===== src/rtl/spi_reg_bank.sv =====
// rtl/spi_reg_bank.sv - SPI-slave register bank oversampled in the clk domain
module spi_reg_bank #(
    parameter int                            DATA_W   = 32,
    parameter int                            NUM_REGS = 4,
    parameter int                            CPOL     = 0,
    parameter int                            CPHA     = 0,
    parameter logic [NUM_REGS*DATA_W-1:0]    RST_VAL  = '0,
    parameter logic [NUM_REGS-1:0]           RO_MASK  = '0
) (
    input  logic                          clk,
    input  logic                          resetb,
    input  logic                          spi_sck,
    input  logic                          spi_cs_n,
    input  logic                          spi_mosi,
    output logic                          spi_miso,
    output logic                          spi_miso_oe,
    output logic [NUM_REGS*DATA_W-1:0]    reg_q,
    input  logic [NUM_REGS*DATA_W-1:0]    status_in,
    output logic [NUM_REGS-1:0]           wr_strobe,
    output logic                          frame_err
);

    localparam int              CNT_W       = 6;
    localparam logic [CNT_W-1:0] LAST_CMD   = CNT_W'(7);
    localparam logic [CNT_W-1:0] LAST_DATA  = CNT_W'(DATA_W - 1);
    localparam logic [7:0]      NREGS8      = 8'(NUM_REGS);
    localparam logic [6:0]      LAST_ADDR   = 7'(NUM_REGS - 1);
    localparam logic            SCK_IDLE    = 1'(CPOL);
    localparam bit              SAMPLE_RISE = (CPOL == CPHA);
    localparam bit              CPHA1       = (CPHA != 0);

    typedef enum logic [1:0] {S_IDLE, S_CMD, S_WDATA, S_RDATA} state_t;

    state_t                      state_q, state_d;
    logic                        sck_s1_q, sck_s2_q, sck_d_q;
    logic                        cs_s1_q, cs_s2_q, cs_d_q;
    logic                        mosi_s1_q, mosi_s2_q;
    logic [CNT_W-1:0]            cnt_q;
    logic [DATA_W-1:0]           rx_q;
    logic [DATA_W-1:0]           tx_q;
    logic                        miso_q;
    logic [6:0]                  addr_q;
    logic                        commit_q, load_q;
    logic [NUM_REGS*DATA_W-1:0]  regs_q;
    logic [NUM_REGS-1:0]         wr_strobe_q;
    logic                        frame_err_q;

    logic                        sck_rise, sck_fall, sample_ev, shift_ev, cs_fall;
    logic                        active, sample_go, shift_go, word_end, abort;
    logic [7:0]                  cmd_byte;
    logic                        in_range;
    logic [6:0]                  addr_inc;
    logic [DATA_W-1:0]           rd_word;
    logic [NUM_REGS-1:0]         wr_hit;

    // cs_n synchroniser resets to "selected" so a cs_n already low after reset is not seen as a new frame
    always_ff @(posedge clk or negedge resetb) begin
        if (!resetb) begin
            sck_s1_q  <= SCK_IDLE;
            sck_s2_q  <= SCK_IDLE;
            sck_d_q   <= SCK_IDLE;
            cs_s1_q   <= 1'b0;
            cs_s2_q   <= 1'b0;
            cs_d_q    <= 1'b0;
            mosi_s1_q <= 1'b0;
            mosi_s2_q <= 1'b0;
        end else begin
            sck_s1_q  <= spi_sck;
            sck_s2_q  <= sck_s1_q;
            sck_d_q   <= sck_s2_q;
            cs_s1_q   <= spi_cs_n;
            cs_s2_q   <= cs_s1_q;
            cs_d_q    <= cs_s2_q;
            mosi_s1_q <= spi_mosi;
            mosi_s2_q <= mosi_s1_q;
        end
    end

    assign sck_rise  = sck_s2_q & ~sck_d_q;
    assign sck_fall  = ~sck_s2_q & sck_d_q;
    assign sample_ev = SAMPLE_RISE ? sck_rise : sck_fall;
    assign shift_ev  = SAMPLE_RISE ? sck_fall : sck_rise;
    assign cs_fall   = cs_d_q & ~cs_s2_q;

    assign active    = (state_q != S_IDLE) && !cs_s2_q;
    assign sample_go = active && sample_ev;
    assign word_end  = sample_go && ((state_q == S_CMD) ? (cnt_q == LAST_CMD) : (cnt_q == LAST_DATA));
    assign cmd_byte  = {rx_q[6:0], mosi_s2_q};
    assign abort     = (state_q != S_IDLE) && cs_s2_q && (cnt_q != '0);

    // A shift edge right after a word boundary (CPHA=0) belongs to the previous word; the MSB is already out
    assign shift_go  = active && (state_q == S_RDATA) && shift_ev && (CPHA1 || (cnt_q != '0));

    assign in_range  = ({1'b0, addr_q} < NREGS8);
    assign addr_inc  = !in_range ? addr_q : ((addr_q == LAST_ADDR) ? 7'd0 : addr_q + 7'd1);

    always_ff @(posedge clk or negedge resetb) begin
        if (!resetb) state_q <= S_IDLE;
        else         state_q <= state_d;
    end

    always_comb begin
        state_d = state_q;
        if (cs_s2_q) begin
            state_d = S_IDLE;
        end else begin
            case (state_q)
                S_IDLE:  if (cs_fall) state_d = S_CMD;
                S_CMD:   if (word_end) state_d = cmd_byte[7] ? S_RDATA : S_WDATA;
                default: state_d = state_q;
            endcase
        end
    end

    always_comb begin
        spi_miso_oe = 1'b0;
        spi_miso    = 1'b0;
        if ((state_q == S_RDATA) && !cs_s2_q) begin
            spi_miso_oe = 1'b1;
            spi_miso    = miso_q;
        end
    end

    always_ff @(posedge clk or negedge resetb) begin
        if (!resetb) begin
            cnt_q    <= '0;
            rx_q     <= '0;
            addr_q   <= '0;
            commit_q <= 1'b0;
            load_q   <= 1'b0;
        end else begin
            commit_q <= word_end && (state_q == S_WDATA);
            load_q   <= word_end && ((state_q == S_RDATA) || ((state_q == S_CMD) && cmd_byte[7]));
            if (state_q == S_IDLE) begin
                cnt_q <= '0;
            end else if (sample_go) begin
                cnt_q <= word_end ? '0 : cnt_q + CNT_W'(1);
                rx_q  <= {rx_q[DATA_W-2:0], mosi_s2_q};
            end
            if (word_end && (state_q == S_CMD)) begin
                addr_q <= cmd_byte[6:0];
            end else if (commit_q || load_q) begin
                addr_q <= addr_inc;
            end
        end
    end

    always_comb begin
        rd_word = '0;
        wr_hit  = '0;
        for (int i = 0; i < NUM_REGS; i++) begin
            if (addr_q == 7'(i)) begin
                rd_word   = RO_MASK[i] ? status_in[i*DATA_W +: DATA_W] : regs_q[i*DATA_W +: DATA_W];
                wr_hit[i] = commit_q && !RO_MASK[i];
            end
        end
    end

    // Read-only slices are never written, so they stay at their reset value
    always_ff @(posedge clk or negedge resetb) begin
        if (!resetb) begin
            regs_q      <= RST_VAL;
            wr_strobe_q <= '0;
        end else begin
            wr_strobe_q <= wr_hit;
            for (int i = 0; i < NUM_REGS; i++) begin
                if (wr_hit[i]) regs_q[i*DATA_W +: DATA_W] <= rx_q;
            end
        end
    end

    always_ff @(posedge clk or negedge resetb) begin
        if (!resetb) begin
            frame_err_q <= 1'b0;
        end else if (abort) begin
            frame_err_q <= 1'b1;
        end else if (commit_q && rx_q[0]) begin
            frame_err_q <= 1'b0;
        end
    end

    // CPHA=0 presents the MSB on load; CPHA=1 waits for the first leading (shift) edge
    always_ff @(posedge clk or negedge resetb) begin
        if (!resetb) begin
            tx_q   <= '0;
            miso_q <= 1'b0;
        end else if (state_q == S_IDLE) begin
            miso_q <= 1'b0;
        end else if (load_q) begin
            if (CPHA1) begin
                tx_q <= rd_word;
            end else begin
                miso_q <= rd_word[DATA_W-1];
                tx_q   <= {rd_word[DATA_W-2:0], 1'b0};
            end
        end else if (shift_go) begin
            miso_q <= tx_q[DATA_W-1];
            tx_q   <= {tx_q[DATA_W-2:0], 1'b0};
        end
    end

    assign reg_q     = regs_q;
    assign wr_strobe = wr_strobe_q;
    assign frame_err = frame_err_q;

endmodule


===== config.mk =====
export PLATFORM = sky130hd
export DESIGN_NAME = spi_reg_bank
export DESIGN_NICKNAME = d
export VERILOG_FILES = /design/src/rtl/spi_reg_bank.sv
export SDC_FILE = /design/constraint.sdc
export NUM_CORES = 1
export LEC_CHECK = 0
export BUFFER_PORTS_ARGS = -buffer_cell sky130_fd_sc_hd__buf_2
export CAP_MARGIN = 40
export CORE_UTILIZATION = 45
export CTS_CLUSTER_DIAMETER = 50
export DETAILED_ROUTE_END_ITERATION = 10
export PLACE_DENSITY = 0.83
export SLEW_MARGIN = 30
export SYNTH_ARGS = -nofsm -noshare
export SYNTH_HDL_FRONTEND = slang
export SYNTH_SLANG_ARGS = --single-unit

===== constraint.sdc =====
create_clock -name clk -period 1.7 [get_ports clk]
set_input_delay 0.34 -clock clk [delete_from_list [all_inputs] [get_ports clk]]
set_output_delay 0.34 -clock clk [all_outputs]
set_load 0.01 [all_outputs]

; After elaboration in Yosys (flattened, before gate mapping)
; Index checks and enable logic that the tools add are counted.
[classes]
n_addsub = 2
mul = 0
div_mod_pow = 0
order_cmp = 1
n_eq_ne = 10
shifts = 0
mux = 30
n_bitwise = 7
n_reduce_logical = 32
[ops]
columns = cell, count
row1 = 32-bit two-way mux, 6
row2 = 7-bit two-way mux, 4
row3 = 6-bit two-way mux, 3
row4 = "7-bit by 2-bit == test with 1-bit output, second input constant", 2
row5 = 1-bit logical AND, 14
row6 = 1-bit two-way mux, 13
row7 = 2-bit nonzero test, 6
row8 = "7-bit by 1-bit adder with 7-bit output, second input constant", 1
row9 = "7-bit by 1-bit == test with 1-bit output, second input constant", 1
row10 = 7-bit zero test, 1
row11 = "7-bit by 3-bit less-than comparator with 1-bit output, second input constant", 1
row12 = "6-bit by 1-bit adder with 6-bit output, second input constant", 1
row13 = "6-bit by 3-bit == test with 1-bit output, second input constant", 1
row14 = "6-bit by 5-bit == test with 1-bit output, second input constant", 1
row15 = 2-bit two-way mux, 3
row16 = "3-bit inequality test, second input constant", 2
row17 = 2-bit AND reduction, 3
row18 = 3-bit nonzero test, 2
row19 = 6-bit nonzero test, 1
row20 = "2-bit == test, second input constant", 2
row21 = 1-bit NOT, 4
row22 = 2-bit case mux with 2 select lines, 1
row23 = 1-bit bitwise AND, 3
row24 = 3-bit AND reduction, 1
row25 = 4 further kinds, 5
[totals]
regBits = 223
latch_bits = 0
ram_bits = 0
mem_bits_ro = 0
inputBits = 133
out_inout_bits = 135
wordCells = 104
mem_count = 0

; Longest topological paths before layout
; Gate-level depths: netlist of run 1.
[depth]
depth_word = 8
depth_mapped = 8
mapped_depth_nobuf = 6

; Worst setup path before layout of run 1
; Ideal clock, no wire load.
[synth_timing]
path_kind = register -> register
start = register addr_q[3]
end = register regs_q[41], in the netlist reg_q[41]
setup_ns = 0.125
arrival_time_ns = 1.672
t_required_ns = 1.575
setup_slack_ns = -0.097
stages_incl_launch_ff = 6
n_path_buf = 1
period_less_slack_ns = 1.797
cell_sequence = dfrtp_1 > or4_4 > nor2_8 > nand3_4 > buf_6 > mux2_4
[synth_via]
elab_chain_cells = 2
[synth_rtl]
columns = element, line_no
row1 = "start, declared", 42  ; logic [6:0] addr_q;
row2 = "start signal, assigned", 141  ; addr_q <= cmd_byte[6:0];
row3 = "start signal, assigned", 143  ; addr_q <= addr_inc;
row4 = 7-bit by 1-bit == test with 1-bit output, 152  ; if (addr_q == 7'(i)) begin
row5 = 1-bit two-way mux, 152
row6 = "end signal, assigned by index", 167  ; if (wr_hit[i]) regs_q[i*DATA_W +: DATA_W] <= rx_q;
row7 = "end, declared", 44  ; logic [NUM_REGS*DATA_W-1:0] regs_q;
; Every way passes these cells.
; A chain may end at the register's enable or synchronous reset.

; Final worst setup path of run 1
; Ends and elaborated chain as after synthesis.

==> metrics.yaml, run 1 <==
run_status:
  run_status: "finished, violations left"
  violated_checks: "setup timing"
grt:
  pin_count_of_the_biggest_net_entering_global_routing: 53
  globalRouteOverflowTotal: 0
  first_pass_grt_wire_length_um: 44600
  grt_util_all_layers_pct: 24.1
  via_count_of_the_first_global_routing_pass: 8058
  antenna_found_initial: 0
worst_setup_path:
  buffers_plus_inverters_on_the_worst_setup_path: 1
  critical_path.max_stage_delay_ns: 0.59
  setup.worst_path.end_class: "register"
  crit_required_ns: 2.10
  crit_path_top_delay_cell: "sky130_fd_sc_hd__or4_4"
  criticalPathCategory: "reg2reg"
  worst-endpoint-arrival_ns: 2.30
  cp_top_family: "simple AND/OR/NAND/NOR gates"
  crit_path_cell_trace: "or4_4 > nor2_8 > nand3_4 > buf_12 > mux2_4"
  crit_fanout: 25
  worst_setup_path_start_kind: "register"
die:
  design.portCount: 268
  core_area_mm2: 0.0226
  fp.dieW_um: 154
  die_footprint_mm2: 0.0237
  placement_rows: 55
  initial_core_util_pct: 45.9
  die_h_um: 154
finish:
  antennaDiodeCount: 0
  final_common_cell: "sky130_fd_sc_hd__dfrtp_1"
  mostFrequentLayoutCells: "sky130_fd_sc_hd__dfrtp_1 (219), sky130_fd_sc_hd__nand2_1 (165), sky130_fd_sc_hd__buf_2 (138)"
  drive_gt1_share_pct: 39.6
  areaGrowthSynthToFinish_pct: 28.9
  post_layout_cell_count: 1425
  fillers: 1798
  design.final.nets: 1260
synthesis:
  syn_avg_cell_area_um2: 11.3
  ys_dominant_reg_cell: "sky130_fd_sc_hd__dfrtp_1"
  synth_edf_count: 0
  synth_sequential_area_ratio_pct: 53.5
  synth.distinct_cells: 49
  ys_warn_count: 0
  yosys_register_bits: 222
  synth.cell_area_mm2: 0.0104
  synth_async_sr_flop_share_pct: 100
  synth_fp_nets: 1060
  postSynthCellCount: 921
timing:
  finalSetupViolations: 162
  grt_setup_unrepaired: "yes"
  post-route-min-period_ns: 1.91
  timing_worst_slew_pin_value_ns: 0.471
  hold_viol_final: 0
  worst_clock_skew_ns: 0.0172
  relSlewSlack_pct: 68.6
  setup_tns_ns: -20.75
  fmaxAchievable_mhz: 525
  min_setup_slack_post_route_ns: -0.206
  finalCritPeriodShare_pct: 112
  slew_viol_final: 0
power_and_ir_drop:
  leakagePower_nw: 6.80
  powerDensity_mw_per_mm2: 854
  max-vdd-ir-drop_mv: 0.789
placement:
  port_buffers: 139
  final_replace_weighted_congestion: 0.845
  numPlacedInstances: 1354
  detailed_place_hpwl_um: 17900
route:
  final_antenna_net_count: 0
  avgViaCountPerCell: 5.67
  routed_wirelength_um: 28300
  drt-wirelength-per-cell_um: 19.9
  detail_route.first_pass.iterations: 5
  drt-initial-drc-count: 558
  via_count: 8075
  drc_errors: 0
cts:
  worst_setup_hold_path_clk_slew_ns: 0.06
  clock_sinks: 222
  cts.path.max_buffers: 3
  tritoncts.num_buffers: 25
  insertion_delay_ns: 0.52
  tritoncts: "built"
  htree_num_levels: 1
  cts.root.buffer_cell: "sky130_fd_sc_hd__clkbuf_16"
job:
  maximum_capacitance_violations: 0
worst_hold_path:
  hold_path.class: "in2async"
## synthesized netlist by cell type, types with 2 or more instances
master                      instances  area share (%)
sky130_fd_sc_hd__a211oi_1           2            0.14
sky130_fd_sc_hd__a221o_1            2            0.19
sky130_fd_sc_hd__o211ai_1          29             2.1
sky130_fd_sc_hd__nand3_4            3            0.51
sky130_fd_sc_hd__nor4_1             3            0.18
sky130_fd_sc_hd__o221ai_1          29             2.4
sky130_fd_sc_hd__a21oi_1           68             3.3
sky130_fd_sc_hd__nand3b_1           2            0.14
sky130_fd_sc_hd__inv_1             43             1.6
sky130_fd_sc_hd__dfrtp_1          222              54
sky130_fd_sc_hd__nand3_1            3            0.14
sky130_fd_sc_hd__buf_2             12            0.58
sky130_fd_sc_hd__o21ai_0            3            0.14
sky130_fd_sc_hd__mux2_2           115              12
sky130_fd_sc_hd__o31ai_1            2            0.14
sky130_fd_sc_hd__nand2b_1           3            0.18
sky130_fd_sc_hd__nand2_1          165             6.0
sky130_fd_sc_hd__and3_1             2            0.12
sky130_fd_sc_hd__mux2_4            19             2.7
sky130_fd_sc_hd__buf_6              9            0.98
sky130_fd_sc_hd__ha_1               6            0.72
sky130_fd_sc_hd__clkbuf_1          38             1.4
sky130_fd_sc_hd__o2bb2ai_1          2            0.17
sky130_fd_sc_hd__nor3b_1           33             2.4
sky130_fd_sc_hd__nor2_1            11            0.40
sky130_fd_sc_hd__buf_4              6            0.43
sky130_fd_sc_hd__nor3_1             4            0.19
sky130_fd_sc_hd__mux2i_1           31             3.0
sky130_fd_sc_hd__and2_1            34             2.0
## power by group
part	leakage (nW)	internal [mW]	total (mW)	switching, mW
Sequential	3.07	5.32	5.38	0.0595
Clock	0.440	3.58	5.77	2.18
Combinational	3.28	0.0899	0.277	0.187
Total	6.80	9.00	11.4	2.43
## final timing paths
path | slack [ns] | cells after the start | start | endpoint
max reg2reg | -0.21 | 5 | addr_q[3] | reg_q[41]
min in group clk | 0.35 | 0 | sck_s1_q | sck_s2_q
min reg2reg | 0.35 | 0 | sck_s1_q | sck_s2_q
min | 0.35 | 2 | resetb | reg_q[71]
max | -0.21 | 5 | addr_q[3] | reg_q[41]
max in group asynchronous | 0.74 | 3 | resetb | rx_q[23]
## metrics by stage
step	total power [mW]	cell area, um2	setup WS [ns]	util, %	hold slack, ns
2_1_floorplan	5.52	10400	-0.0948	-	0.0444
3_3_place_gp	5.73	11900	-0.143	52.7	0.300
3_5_place_dp	5.74	11900	-0.189	52.7	0.298
4_1_cts	11.5	13300	-0.184	58.7	0.349
5_1_grt	11.8	13400	-0.253	59.1	0.364
6_report	11.4	13400	-0.206	59.1	0.348
## registers in the layout (all words and copies together), names as in the netlist, 2 cells and up
name and cells:
wr_strobe 4, tx_q 31, addr_q 7, cnt_q 6
state_q 2, reg_q 128, rx_q 32
## routing by layer
metal / track usage, % / vias to the layer above / share of wire (%)
li1: - / 3616 / -
met1: 32.4 / 4076 / 42
met2: 39.2 / 326 / 48
met3: 3.72 / 57 / 6.5
met4: 9.76 / 0 / 2.9
met5: 0 / - / 0
## final cells by class
cell class	instances	area [um2]	share of cell area, %
clock buffers	34	719	5.38
flip-flops and latches	222	5560	41.5
multi-input cells	590	4550	34.0
well taps	285	357	2.66
repair buffers	239	1860	13.9
inverters	43	161	1.21
clock inverters	12	178	1.33
## kinds of logic (layout without fill, tap and decap cells)
kind of cell | count (synthesis) | count (layout) | synth area share (%)
buffers and inverters | 109 | 328 | 4.95
XOR/XNOR | 2 | 2 | 0.169
AND/OR/NAND/NOR | 271 | 271 | 13.0
multiplexers | 165 | 165 | 18.2
adder cells (fa/ha/maj) | 6 | 6 | 0.723
flip-flops | 222 | 222 | 53.5
AO/OA/AOI/OAI | 146 | 146 | 9.44
## what timing repair did
| item | in CTS | in global routing |
|---|---|---|
| buffers inserted | 14 | 5 |
| setup endpoints to repair | 159 | 189 |
| hold buffers | 4 | 0 |
| gates resized for setup | 43 | 33 |
| hold endpoints to repair | 47 | 0 |
| pin swaps | 5 | 5 |
| gates cloned | 6 | 0 |
(Power assumes the default switching activity.)
==> run 2, diff against run 1 <==
--- a/config.mk
+++ b/config.mk
@@ -7,10 +7,10 @@
 export LEC_CHECK = 0
 export BUFFER_PORTS_ARGS = -buffer_cell sky130_fd_sc_hd__buf_2
 export CAP_MARGIN = 40
-export CORE_UTILIZATION = 45
+export CORE_UTILIZATION = 35
 export CTS_CLUSTER_DIAMETER = 50
 export DETAILED_ROUTE_END_ITERATION = 10
-export PLACE_DENSITY = 0.83
+export PLACE_DENSITY = 0.7
 export SLEW_MARGIN = 30
 export SYNTH_ARGS = -nofsm -noshare
 export SYNTH_HDL_FRONTEND = slang
==> metrics.yaml, run 2 (same netlist as run 1, synthesis figures left out) <==
worst_hold_path:
  hold_path.class: "in2async"
placement:
  final_replace_weighted_congestion: 0.818  # -3.1%
  numPlacedInstances: 1454  # +7.4%
  detailed_place_hpwl_um: 19200  # +7.2%
  dpl_worst_slack_ns: -0.238  # -0.0492 ns
  placedInstanceArea_mm2: 0.0120  # +0.94%
  port_buffers: 139  # unchanged
finish:
  antennaDiodeCount: 0  # unchanged
  final-seq-area_mm2: 0.00556  # unchanged
  final_design_area_no_fill_mm2: 0.0138  # +2.9%
  mostFrequentLayoutCells: "sky130_fd_sc_hd__dfrtp_1 (219), sky130_fd_sc_hd__nand2_1 (165), sky130_fd_sc_hd__buf_2 (136)"
  final_common_cell: "sky130_fd_sc_hd__dfrtp_1"
  drive_gt1_share_pct: 41.5  # +1.8 points
  largest_register_ff_count: 128  # unchanged
  fillers: 2600  # +45%
  multi_input_comb_area_mm2: 0.00457  # +0.36%
  areaGrowthSynthToFinish_pct: 32.6
  post_layout_cell_count: 1534  # +7.6%
  design.final.nets: 1267  # +0.56%
timing:
  slew_viol_final: 0  # unchanged
  timing_worst_slew_pin_value_ns: 0.459  # -0.0119 ns
  finalCritPeriodShare_pct: 113  # +0.94 points
  relSlewSlack_pct: 69.4  # +0.79 points
  worst_clock_skew_ns: 0.0207  # +0.00353 ns
  min_setup_slack_post_route_ns: -0.222  # -0.0160 ns
  setup_tns_ns: -22.68  # -1.92 ns
  finalSetupViolations: 162  # unchanged
  hold-worst-slack_ns: 0.323  # -0.0249 ns
  grt_setup_unrepaired: "yes"
  fmaxAchievable_mhz: 520  # -0.83%
  hold_viol_final: 0  # unchanged
  post-route-min-period_ns: 1.92  # +0.0160 ns
grt:
  globalRouteOverflowTotal: 0  # unchanged
  antenna_found_initial: 0  # unchanged
  first_pass_grt_wire_length_um: 46500  # +4.1%
  via_count_of_the_first_global_routing_pass: 7983  # -0.93%
  pin_count_of_the_biggest_net_entering_global_routing: 54  # +1.9%
  grt_util_all_layers_pct: 19.7  # -4.4 points
die:
  design.portCount: 268  # unchanged
  core_area_mm2: 0.0289  # +28%
  die_footprint_mm2: 0.0304  # +28%
  initial_core_util_pct: 35.9  # -10 points
  die_h_um: 174  # +13%
  fp.dieW_um: 174  # +13%
  placement_rows: 62  # +13%
job:
  maximum_capacitance_violations: 0  # unchanged
run_status:
  violated_checks: "setup timing"
  run_status: "finished, violations left"
worst_setup_path:
  worst_setup_path_start_kind: "register"
  crit_required_ns: 2.12  # +0.02 ns
  worst-endpoint-arrival_ns: 2.34  # +0.04 ns
  timing.reg2reg.setup_slack_ns: -0.22  # -0.02 ns
  criticalPathCategory: "reg2reg"
  crit_fanout: 17  # -32%
  length_in_cells_of_the_worst_reg_to_reg_path: 5  # unchanged
  crit-reg2reg-capture: "reg_q[126]"
  reg2reg_from: "addr_q[3]"
  setup.worst_path.end_class: "register"
power_and_ir_drop:
  power_frac_comb_pct: 2.3  # about the same
  max-vdd-ir-drop_mv: 0.899  # +14%
  share_seq_of_total_power_pct: 44.6  # -2.5 points
  power.internal_mw: 9.46  # +5.2%
  leakagePower_nw: 6.89  # +1.4%
  powerDensity_mw_per_mm2: 877  # +2.7%
  power.switching_mw: 2.62  # +7.7%
  netSwitchingFraction_pct: 21.7  # +0.39 points
  power.share.clock_pct: 53.1  # +2.6 points
cts:
  clock_sinks: 222  # unchanged
  cts.root.buffer_cell: "sky130_fd_sc_hd__clkbuf_16"
  tritoncts.num_buffers: 29  # +16%
  worst_setup_hold_path_clk_slew_ns: 0.06  # about the same
  tritoncts: "built"
  insertion_delay_ns: 0.55  # +0.03 ns
  cts.path.max_buffers: 3  # unchanged
  htree_num_levels: 1  # unchanged
route:
  drt-initial-drc-count: 555  # -0.54%
  routed_wirelength_um: 29900  # +5.7%
  detail_route.first_pass.iterations: 5  # unchanged
  final_antenna_net_count: 0  # unchanged
  drt-wirelength-per-cell_um: 19.5  # -1.8%
  drc_errors: 0  # unchanged
  via_count: 7981  # -1.2%
  avgViaCountPerCell: 5.20  # -8.2%
[run 2: worst max-delay path by stage]
stage | depth (start not counted) | start | slack, ns | endpoint
after floorplan | 5 | addr_q[3] | -0.09 | reg_q[41]
after global placement | 7 | addr_q[3] | -0.25 | tx_q[15]
after detailed placement | 7 | addr_q[3] | -0.24 | tx_q[18]
after CTS | 5 | addr_q[3] | -0.21 | reg_q[126]
after global routing | 5 | addr_q[3] | -0.27 | reg_q[48]
final | 5 | addr_q[3] | -0.22 | reg_q[126]
[run 2: per-layer routing]
metal,GRT usage (%),wire length [um]
met5,1.60,63
met4,5.41,640
met3,2.67,1680
met2,32.7,14600
met1,26.6,12900
[run 2: metrics by stage]
| step | power (mW) | utilization, % |
|---|---|---|
| 2_1_floorplan | 5.52 | - |
| 3_3_place_gp | 5.73 | 41.6 |
| 3_5_place_dp | 5.74 | 41.6 |
| 4_1_cts | 12.2 | 47.2 |
| 5_1_grt | 12.4 | 47.6 |
| 6_report | 12.1 | 47.6 |
[run 2: area by class of cell]
cell class              instances  area share, %
repair buffers                242           14.4
clock inverters                17           1.74
clock buffers                  36           5.68
flip-flops and latches        222           40.4
multi-input cells             590           33.2
inverters                      43           1.17
well taps                     384           3.49
[run 2: power by group through the flow]
stage	Sequential, mW	Combinational [mW]	Clock (mW)
final	5.38	0.278	6.42
after global routing	5.39	0.316	6.74
after CTS	5.38	0.277	6.53
after detailed placement	5.48	0.263	0
after global placement	5.48	0.259	0
after floorplan	5.46	0.0679	0
[run 2: timing repair]
item	CTS	global route
setup buffers	14	1
resized for setup	60	25
hold buffers	4	0
endpoints found under the setup margin	166	178
pin swaps	29	6
cloned	8	1
endpoints found under the hold margin	48	0
[run 2: critical path, stage by stage, from the launching register on]
cell,delay (ns)
sky130_fd_sc_hd__dfrtp_1,0.40
sky130_fd_sc_hd__or4_4,0.59
sky130_fd_sc_hd__nor2_8,0.16
sky130_fd_sc_hd__nand3_4,0.12
sky130_fd_sc_hd__buf_12,0.21
sky130_fd_sc_hd__mux2_4,0.31
==> run 3, diff against run 2 <==
--- a/config.mk
+++ b/config.mk
@@ -7,11 +7,12 @@
 export LEC_CHECK = 0
 export BUFFER_PORTS_ARGS = -buffer_cell sky130_fd_sc_hd__buf_2
 export CAP_MARGIN = 40
-export CORE_UTILIZATION = 35
+export CELL_PAD_IN_SITES_DETAIL_PLACEMENT = 2
+export CELL_PAD_IN_SITES_GLOBAL_PLACEMENT = 2
+export CORE_UTILIZATION = 30
 export CTS_CLUSTER_DIAMETER = 50
 export DETAILED_ROUTE_END_ITERATION = 10
-export PLACE_DENSITY = 0.7
-export SLEW_MARGIN = 30
+export PLACE_DENSITY = 0.86
 export SYNTH_ARGS = -nofsm -noshare
 export SYNTH_HDL_FRONTEND = slang
 export SYNTH_SLANG_ARGS = --single-unit
==> metrics.yaml, run 3 (same netlist as run 1, synthesis figures left out) <==
run_status:
  run_status: "finished, violations left"
  violated_checks: "setup timing"
grt:
  grt_util_met2_pct: 42.7  # +10 points
  pin_count_of_the_biggest_net_entering_global_routing: 55  # +1.9%
  first_pass_grt_wire_length_um: 63800  # +37%
  grt_most_used_layer: "met2"
  antenna_found_initial: 0  # unchanged
  gr-usage-met3_pct: 3.28  # +0.61 points
  grt_util_all_layers_pct: 23.8  # +4.2 points
  via_count_of_the_first_global_routing_pass: 9794  # +23%
  grt_use_met1_pct: 28.6  # +1.9 points
  globalRouteOverflowTotal: 0  # unchanged
power_and_ir_drop:
  leakagePower_nw: 7.42  # +7.6%
  powerDensity_mw_per_mm2: 794  # -9.5%
  report.power.total_mw: 12.2  # +1.2%
  max-vdd-ir-drop_mv: 0.657  # -27%
die:
  fp.dieW_um: 188  # +7.9%
  core_area_mm2: 0.0338  # +17%
  die_footprint_mm2: 0.0354  # +16%
  die_h_um: 188  # +7.9%
  placement_rows: 67  # +8.1%
  initial_core_util_pct: 30.7  # -5.1 points
  design.portCount: 268  # unchanged
timing:
  hold_viol_final: 0  # unchanged
  min_setup_slack_post_route_ns: -0.321  # -0.0996 ns
  slew_viol_final: 0  # unchanged
  grt_setup_unrepaired: "yes"
  relSlewSlack_pct: 62.4  # -7.0 points
  finalCritPeriodShare_pct: 119  # +5.9 points
  timing_worst_slew_pin_value_ns: 0.564  # +0.105 ns
  setup_tns_ns: -36.53  # -13.85 ns
  finalSetupViolations: 187  # +15%
  post-route-min-period_ns: 2.02  # +0.0996 ns
  worst_clock_skew_ns: 0.0181  # -0.00266 ns
  fmaxAchievable_mhz: 495  # -4.9%
finish:
  design.final.nets: 1305  # +3.0%
  drive_gt1_share_pct: 54.4  # +13 points
  post_layout_cell_count: 1634  # +6.5%
  antennaDiodeCount: 0  # unchanged
  mostFrequentLayoutCells: "sky130_fd_sc_hd__dfrtp_1 (219), sky130_fd_sc_hd__nand2_1 (160), sky130_fd_sc_hd__buf_2 (136)"
  areaGrowthSynthToFinish_pct: 48.3
  final_design_area_no_fill_mm2: 0.0154  # +12%
  largest_register_ff_count: 128  # unchanged
  final_common_cell: "sky130_fd_sc_hd__dfrtp_1"
cts:
  cts.root.buffer_cell: "sky130_fd_sc_hd__clkbuf_16"
  tritoncts: "built"
  clock_sinks: 222  # unchanged
  htree_num_levels: 1  # unchanged
  cts.path.max_buffers: 3  # unchanged
  tritoncts.num_buffers: 31  # +6.9%
  insertion_delay_ns: 0.57  # +0.02 ns
  worst_setup_hold_path_clk_slew_ns: 0.06  # about the same
worst_setup_path:
  worst_setup_path_start_kind: "register"
  buffers_plus_inverters_on_the_worst_setup_path: 6  # +5
  worst-endpoint-arrival_ns: 2.47  # +0.13 ns
  crit_fanout: 8  # -9
  cp_top_family: "buffers and inverters"
  setup.worst_path.end_class: "register"
  crit_path_cell_trace: "inv_2 > buf_12 > ha_4 > buf_6 > nand4b_1 > buf_6 > buf_12 > buf_16 > mux2_2"
  timing.reg2reg.setup_slack_ns: -0.32  # -0.10 ns
  critical_path.max_stage_delay_ns: 0.43  # -0.16 ns
  length_in_cells_of_the_worst_reg_to_reg_path: 9  # +4
  reg2reg_from: "addr_q[0]"
  criticalPathCategory: "reg2reg"
  crit_required_ns: 2.15  # +0.03 ns
  crit_path_top_delay_cell: "sky130_fd_sc_hd__dfrtp_1"
  crit-reg2reg-capture: "reg_q[28]"
worst_hold_path:
  hold_path.class: "in2async"
route:
  final_antenna_net_count: 0  # unchanged
  drt-initial-drc-count: 372  # -33%
  drc_errors: 0  # unchanged
  via_count: 8751  # +9.6%
  routed_wirelength_um: 46200  # +54%
  detail_route.first_pass.iterations: 4  # -1
  avgViaCountPerCell: 5.36  # +2.9%
  drt-wirelength-per-cell_um: 28.3  # +45%
placement:
  numPlacedInstances: 1513  # +4.1%
  placedInstanceArea_mm2: 0.0121  # +0.71%
  final_replace_weighted_congestion: 0.791  # -3.4%
  detailed_place_hpwl_um: 24300  # +26%
  port_buffers: 139  # unchanged
job:
  maximum_capacitance_violations: 0  # unchanged
==> run 3: cell types whose count changed in the layout (fill, tap and decap cells not counted), moves of 9 or more <==
cell                       change
sky130_fd_sc_hd__mux2_2       -16
sky130_fd_sc_hd__a21oi_1      -50
sky130_fd_sc_hd__nor3b_4      +10
sky130_fd_sc_hd__o221ai_1     -14
sky130_fd_sc_hd__and2_1        -9
sky130_fd_sc_hd__nor3b_2      +16
sky130_fd_sc_hd__mux2_4       +16
sky130_fd_sc_hd__a21oi_2      +42
sky130_fd_sc_hd__mux2i_1       -9
sky130_fd_sc_hd__buf_6        +13
sky130_fd_sc_hd__nor3b_1      -26
sky130_fd_sc_hd__buf_12       +19
==> run 3: area by class of cell <==
| type | count | area (um2) |
|---|---|---|
| clock buffers | 38 | 852 |
| inverters | 43 | 169 |
| clock inverters | 15 | 153 |
| repair buffers | 278 | 2630 |
| flip-flops and latches | 222 | 5560 |
| fillers | 3298 | 18400 |
| multi-input cells | 590 | 5470 |
| well taps | 448 | 561 |
==> run 3: worst max-delay path by stage <==
stage	from	to	cells after the start
2_1_floorplan	addr_q[3]	reg_q[41]	5
3_3_place_gp	addr_q[3]	reg_q[63]	5
3_5_place_dp	addr_q[0]	tx_q[15]	8
4_1_cts	addr_q[5]	reg_q[44]	5
5_1_grt	addr_q[0]	reg_q[28]	9
6_report	addr_q[0]	reg_q[28]	9
==> run 3: per-stage QoR <==
step	utilization [%]	worst slack, ns	hold WS [ns]
after floorplan	-	-0.0948	0.0444
after global placement	35.9	-0.173	0.280
after CTS	43.1	-0.224	0.290
after detailed placement	35.9	-0.285	0.282
after global routing	45.6	-0.370	0.316
final	45.6	-0.321	0.280
==> run 3: layer usage <==
| layer | wire [um] | part of all wire, % | vias up |
|---|---|---|---|
| met3 | 1600 | 3.5 | 122 |
| met5 | 0 | 0 | - |
| met4 | 2210 | 4.8 | 0 |
| met1 | 18200 | 39 | 4638 |
| met2 | 24300 | 52 | 288 |
| li1 | - | - | 3703 |
==> run 3: timing repair <==
item	CTS	global route
resized for setup	175	146
hold buffers	4	0
pin swaps	75	55
cloned	14	1
buffers inserted	27	30
setup endpoints to repair	165	210
hold endpoints to repair	39	0
==> run 3: report_power, final <==
group | total, mW | internal (mW) | leakage (nW) | switching (mW)
clock | 6.51 | 3.85 | 0.495 | 2.66
combinational | 0.316 | 0.0933 | 3.85 | 0.222
sequential | 5.39 | 5.32 | 3.07 | 0.0688
